$ cat src/rtl/bus_pkg.sv
// bus_pkg: request/response types, field offsets and master IDs for bus_ctrl_xbar
package bus_pkg;
  typedef struct packed {
    logic [31:0] a;
    logic        r;
    logic        w;
    logic [31:0] wd;
    logic [3:0]  wbe;
  } req_t;
  typedef struct packed {
    logic        hold;
    logic        rdv;
    logic [31:0] rd;
  } res_t;
  localparam int REQ_W = $bits(req_t);
  localparam int RES_W = $bits(res_t);
  localparam int REQ_WBE_LSB = 0;
  localparam int REQ_WD_LSB = 4;
  localparam int REQ_W_BIT = 36;
  localparam int REQ_R_BIT = 37;
  localparam int REQ_A_LSB = 38;
  localparam int RES_RD_LSB = 0;
  localparam int RES_RDV_BIT = 32;
  localparam int RES_HOLD_BIT = 33;
  typedef enum logic [1:0] {MID_NONE = 2'd0, MID_M1 = 2'd1, MID_M2 = 2'd2, MID_M3 = 2'd3} mid_e;
  localparam logic [7:0] PERIPH_BASE_DEF = 8'hFF;
endpackage

$ cat src/rtl/tag_fifo.sv
// tag_fifo: in-order master-ID FIFO; a push into a full FIFO is taken when a pop happens in the same cycle
module tag_fifo #(
  parameter int DEPTH = 4
) (
  input  logic       clk,
  input  logic       rst_n,
  input  logic       push,
  input  logic       pop,
  input  logic [1:0] din,
  output logic [1:0] dout,
  output logic       full,
  output logic       empty
);
  localparam int AW = $clog2(DEPTH);
  logic [1:0] mem [DEPTH];
  logic [AW-1:0] wp, rp;
  logic [AW:0] lvl;
  logic do_push, do_pop;
  assign full = lvl == (AW+1)'(DEPTH);
  assign empty = lvl == '0;
  assign dout = mem[rp];
  assign do_pop = pop && !empty;
  assign do_push = push && (!full || do_pop);
  always_ff @(posedge clk)
    if (do_push) mem[wp] <= din;
  always_ff @(posedge clk or negedge rst_n)
    if (!rst_n) begin
      wp <= '0;
      rp <= '0;
      lvl <= '0;
    end else begin
      wp <= wp + AW'(do_push);
      rp <= rp + AW'(do_pop);
      lvl <= lvl + (AW+1)'(do_push) - (AW+1)'(do_pop);
    end
endmodule

$ cat src/rtl/bus_ctrl_xbar.sv
// bus_ctrl_xbar: 3-master / 2-target fixed-priority interconnect with in-order read return.
// Target2 (peripheral) path is built only when BUS_CTRL_PERIPH_EN is defined.
module bus_ctrl_xbar
  import bus_pkg::*;
#(
  parameter int         TAG_DEPTH   = 4,
  parameter logic [7:0] PERIPH_BASE = PERIPH_BASE_DEF
) (
  input  logic clk,
  input  logic rst_n,
  input  req_t master1_req,
  output res_t master1_res,
  input  req_t master2_req,
  output res_t master2_res,
  input  req_t master3_req,
  output res_t master3_res,
  output req_t target1_req,
  input  res_t target1_res,
  output req_t target2_req,
  input  res_t target2_res
);
`ifdef BUS_CTRL_PERIPH_EN
  localparam int NT = 2;
`else
  localparam int NT = 1;
`endif
  localparam int CW = $clog2(2*TAG_DEPTH+1);
  req_t mreq [3];
  res_t mres [3];
  req_t treq [NT];
  res_t tres [NT];
  logic tsel [3];
  logic [2:0] sw_blk, acc;
  logic [NT-1:0] elig [3];
  logic [NT-1:0] gnt [3];
  logic [NT-1:0] full, empty, push, pop, thold;
  logic [1:0] head [NT];
  logic [1:0] win [NT];
  logic [CW-1:0] cnt [3];
`ifdef BUS_CTRL_PERIPH_EN
  logic cur [3];
`endif
  assign mreq[0] = master1_req;
  assign mreq[1] = master2_req;
  assign mreq[2] = master3_req;
  assign master1_res = mres[0];
  assign master2_res = mres[1];
  assign master3_res = mres[2];
  assign tres[0] = target1_res;
  assign target1_req = treq[0];
`ifdef BUS_CTRL_PERIPH_EN
  assign tres[1] = target2_res;
  assign target2_req = treq[1];
`else
  logic unused_t2;
  assign target2_req = '0;
  assign unused_t2 = ^target2_res;
`endif
  always_comb begin
    for (int t = 0; t < NT; t++) begin
      pop[t] = rst_n && tres[t].rdv && !empty[t];
      thold[t] = tres[t].hold;
    end
    for (int i = 0; i < 3; i++) begin
      tsel[i] = 1'b0;
      sw_blk[i] = 1'b0;
`ifdef BUS_CTRL_PERIPH_EN
      tsel[i] = mreq[i].a[31:24] == PERIPH_BASE;
      sw_blk[i] = cnt[i] != '0 && cur[i] != tsel[i];
`endif
      // a read may use a tag slot freed by a same-cycle return
      for (int t = 0; t < NT; t++)
        elig[i][t] = rst_n && (mreq[i].r || mreq[i].w) && int'(tsel[i]) == t
                     && !(mreq[i].r && ((full[t] && !pop[t]) || sw_blk[i]));
    end
    for (int t = 0; t < NT; t++) begin
      gnt[0][t] = elig[0][t];
      gnt[1][t] = elig[1][t] && !elig[0][t];
      gnt[2][t] = elig[2][t] && !elig[0][t] && !elig[1][t];
      win[t] = gnt[0][t] ? 2'(MID_M1) : gnt[1][t] ? 2'(MID_M2) : 2'(MID_M3);
      treq[t] = gnt[0][t] ? mreq[0] : gnt[1][t] ? mreq[1] : gnt[2][t] ? mreq[2] : '0;
      push[t] = (gnt[0][t] || gnt[1][t] || gnt[2][t]) && treq[t].r && !thold[t];
    end
    for (int i = 0; i < 3; i++) begin
      acc[i] = |(gnt[i] & ~thold);
      mres[i] = '0;
      mres[i].hold = !rst_n || ((mreq[i].r || mreq[i].w) && !acc[i]);
      for (int t = 0; t < NT; t++)
        if (pop[t] && head[t] == 2'(i + 1)) begin
          mres[i].rdv = 1'b1;
          mres[i].rd = tres[t].rd;
        end
    end
  end
  always_ff @(posedge clk or negedge rst_n)
    if (!rst_n) begin
      for (int i = 0; i < 3; i++) cnt[i] <= '0;
    end else begin
      for (int i = 0; i < 3; i++) cnt[i] <= cnt[i] + CW'(acc[i] && mreq[i].r) - CW'(mres[i].rdv);
    end
`ifdef BUS_CTRL_PERIPH_EN
  always_ff @(posedge clk or negedge rst_n)
    if (!rst_n) begin
      for (int i = 0; i < 3; i++) cur[i] <= 1'b0;
    end else begin
      for (int i = 0; i < 3; i++) if (acc[i] && mreq[i].r) cur[i] <= tsel[i];
    end
`endif
  for (genvar t = 0; t < NT; t++) begin : g_fifo
    tag_fifo #(.DEPTH(TAG_DEPTH)) u_fifo (
      .clk(clk), .rst_n(rst_n), .push(push[t]), .pop(pop[t]), .din(win[t]),
      .dout(head[t]), .full(full[t]), .empty(empty[t])
    );
  end
endmodule

$ cat config.mk
export PLATFORM = sky130hd
export DESIGN_NAME = bus_ctrl_xbar
export DESIGN_NICKNAME = d
export VERILOG_FILES = /design/src/rtl/bus_pkg.sv /design/src/rtl/tag_fifo.sv /design/src/rtl/bus_ctrl_xbar.sv
export SDC_FILE = /design/constraint.sdc
export NUM_CORES = 1
export LEC_CHECK = 0
export ABC_AREA = 0
export BUFFER_PORTS_ARGS = -buffer_cell sky130_fd_sc_hd__buf_4
export CORE_AREA = 2 2 202 204
export CTS_CLUSTER_SIZE = 14
export DETAILED_ROUTE_END_ITERATION = 10
export DIE_AREA = 0 0 204 206
export PLACE_DENSITY = 0.41
export SYNTH_ARGS = -nofsm -noshare
export SYNTH_HDL_FRONTEND = slang
export SYNTH_SLANG_ARGS = --single-unit
$ cat constraint.sdc
create_clock -name clk -period 2.8 [get_ports clk]
set_clock_uncertainty 0.2 [all_clocks]
set_input_delay 0.28 -clock clk [delete_from_list [all_inputs] [get_ports clk]]
set_output_delay 0.28 -clock clk [all_outputs]
set_load 0.05 [all_outputs]
==> key figures <==
Timing
  – Final hold vios: 0
  – RSZ-0062 raised after global routing: yes
  – Final Setup Violations: 0
  – Min Tclk post-route: 2.74 ns
  – Tightest Pin Transition: 0.588 ns
  – Period utilization: 97.9%
  – Max Slew Vio Count: 0
  – Fmax: 0.365 GHz
  – Final setup TNS: 0 ns
  – Slew HR: 60.2%
  – Fin Hold WS: 0.320 ns

Power and ir drop
  – Final Power: 3.64 mW
  – VDD IR-drop max: 0.179 mV
  – Pleak: 3.85 nW
  – PD cells: 495 nW/um2

Clocking
  – Clock transition at the registers of the reported paths: 0.05 ns
  – TritonCTS Buffers: 3
  – Clock Sinks: 15
  – Worst-skew pair later-pin latency: 0.24 ns
  – CTS Buffer Depth: 2
  – Max H-tree Level: 1
  – Root Driver: clkbuf_16
  – CTS tree: yes

Synthesis
  – Yosys reg bits: 15
  – Most numerous cell in the Yosys netlist: and2_1
  – Post-Syn Area: 3260 um2
  – Post-Synthesis Cells: 414
  – Most used flip-flop cell after synthesis: edfxtp_1
  – Sequential area share after synthesis: 12.7%
  – Leading area contributor after synthesis: a221o_1
  – Count of cell types in the netlist: 36
  – Yosys warns: 0
  – List of most frequent post-synthesis cells: 96 x and2_1, 72 x buf_4, 70 x and3_1, 68 x a221o_1, 30 x clkbuf_1
  – Number of synthesized flops with an enable pin: 8
  – Post-synth top area share: 20.9%
  – Top post-synthesis cells by area: a221o_1 21%, and2_1 18%, buf_4 17%, and3_1 13%, edfxtp_1 7.4%
  – Syn avg cell area: 7.88 um2
  – Asr flop ratio synth: 46.7%

Floorplanning
  – Chip width: 204 um
  – Initial Util: 8.11%
  – Row count: 74
  – Height of the die: 206 um
  – IO Count: 522
  – Core area: 40200 um2
  – Full die area: 42000 um2

Drt
  – Via-per-instance ratio: 3.53
  – Drt first pass iters: 4
  – Vias: 4787
  – Total Routed Length: 24300 um
  – DRC: 0
  – Drt wl/cell: 17.9 um
  – DRT antenna net count: 0
  – Violation count after the first detailed-routing iteration: 239

Worst setup path
  – CP endpoint kind: output pin
  – WS Path Type: register to output pin
  – R2r endpoint: g_fifo[0].u_fifo.lvl[2]
  – Critical Path Fanout Max: 15
  – Worst setup SP type: register
  – Worst setup path end: target1_req[16]
  – Critical path startpoint: g_fifo[0].u_fifo.lvl[2]
  – Data required, critical path: 2.32 ns
  – Flop-to-flop setup slack: 0.19 ns
  – Reg2Reg Depth: 10
  – Reg2reg start: g_fifo[0].u_fifo.lvl[1]
  – WP data arrival: 2.26 ns

Layout
  – Fin cells: 1358
  – ANT cells: 0
  – Layout cells sized above 1: 55.4%
  – Fin nets: 1112
  – Post-layout util: 18.3%
  – Area grow syn2layout: 126%

Flow run
  – Maxcap violations: 0

Global route
  – GRT Total Usage: 10.3%
  – Largest net degree at the start of global routing: 53
  – Grt ovf: 0
  – First-pass GRT wire length: 31500 um
  – Antenna violations before repair: 1
  – Vias in the first global route: 4585

Place
  – I/O Buffers: 417
  – Placed cells: 1343
  – Post-detail-place hpwl: 20200 um
  – GP Congestion: 0.784

Hold path
  – Min-Delay Path Class: register to register
  – Worst hold path startpoint: g_fifo[0].u_fifo.rp[1]

Run status
  – Status: complete, no violations
[cells in the final DEF (no fill, tap or decap), types with 3 or more instances in the layout]
cell type	Yosys	layout
inv_1	8	7
and3_1	70	70
and2_1	96	96
buf_4	72	367
dfrtp_1	7	7
ha_1	4	4
buf_12	0	3
buf_6	0	69
clkbuf_16	0	6
a221o_1	68	68
nor2_1	5	4
edfxtp_1	8	8
o21ai_0	4	3
conb_1	1	70
nand2_1	7	7
[flip-flops by register name, summed over array words and instances, names as in the netlist]
| name | count |
|---|---|
| g_fifo.u_fifo.mem | 8 |
| g_fifo.u_fifo.lvl | 3 |
| g_fifo.u_fifo.rp | 2 |
| g_fifo.u_fifo.wp | 2 |
[through the flow]
step	setup slack, ns	instance area [um2]
after CTS	0.00127	7040
after global routing	-0.0565	7360
final	0.0580	7360
after global placement	0.135	6830
after floorplan	0.0641	3520
after detailed placement	0.120	6830
[cell type report]
| class | instances | area, um2 |
|---|---|---|
| tap | 532 | 666 |
| clock buffer | 3 | 75.1 |
| clock inverter | 1 | 5.00 |
| inverter | 8 | 32.5 |
| multi-input combinational | 353 | 2420 |
| fill | 4523 | 32800 |
| sequential | 15 | 415 |
| timing repair buffer | 446 | 3750 |
[kinds of logic after synthesis]
kind of cell,count (synthesis),share of synthesized area [%]
compound gates,83,24.2
xor+xnor,4,1.07
fa+ha+maj,5,2.15
buf+inv,115,21.7
flops,15,12.7
mux,3,1.69
other cells,1,0.115
simple gates,188,36.3
[power breakdown]
part / leakage [nW] / internal [mW] / total [mW] / switching, mW
Sequential: 0.153 / 0.308 / 0.372 / 0.0635
Combinational: 3.66 / 1.08 / 3.00 / 1.91
Clock: 0.0409 / 0.190 / 0.274 / 0.0836
Total: 3.85 / 1.58 / 3.64 / 2.06
[how the worst min path moves through the flow]
stage                                    endpoint  slack, ns  cells after the start
after floorplan           g_fifo[0].u_fifo.lvl[0]      -0.22                      0
final                      g_fifo[0].u_fifo.rp[1]       0.32                      1
after global routing       g_fifo[0].u_fifo.rp[1]       0.34                      1
after detailed placement   g_fifo[0].u_fifo.rp[1]      -0.07                      1
after global placement     g_fifo[0].u_fifo.rp[1]      -0.07                      1
after CTS                  g_fifo[0].u_fifo.rp[1]       0.33                      1
[layer usage]
layer  share of wire (%)  GRT usage (%)  vias to the layer above
met2                  53           20.4                      319
li1                    -              -                     2212
met4                 3.0           4.04                        2
met5               0.066              0                        -
met1                  33           9.76                     2238
met3                  11           3.50                       16
[worst max-delay path, cell delays in order, from the launching register on]
cell	delay (ns)
dfrtp_1	0.38
nor4b_4	0.14
buf_6	0.13
a211oi_4	0.38
nor4b_4	0.08
buf_6	0.18
buf_16	0.17
a221o_1	0.37
buf_6	0.17
[what timing repair did]
action | 4_1_cts | 5_1_grt
endpoints found under the setup margin | 71 | 63
hold endpoints to repair | 7 | 0
resized for setup | 14 | 61
gates cloned | 2 | 3
buffers inserted | 3 | 2
hold buffers | 1 | 0
pin swaps | 4 | 13
(Power assumes the default switching activity.)
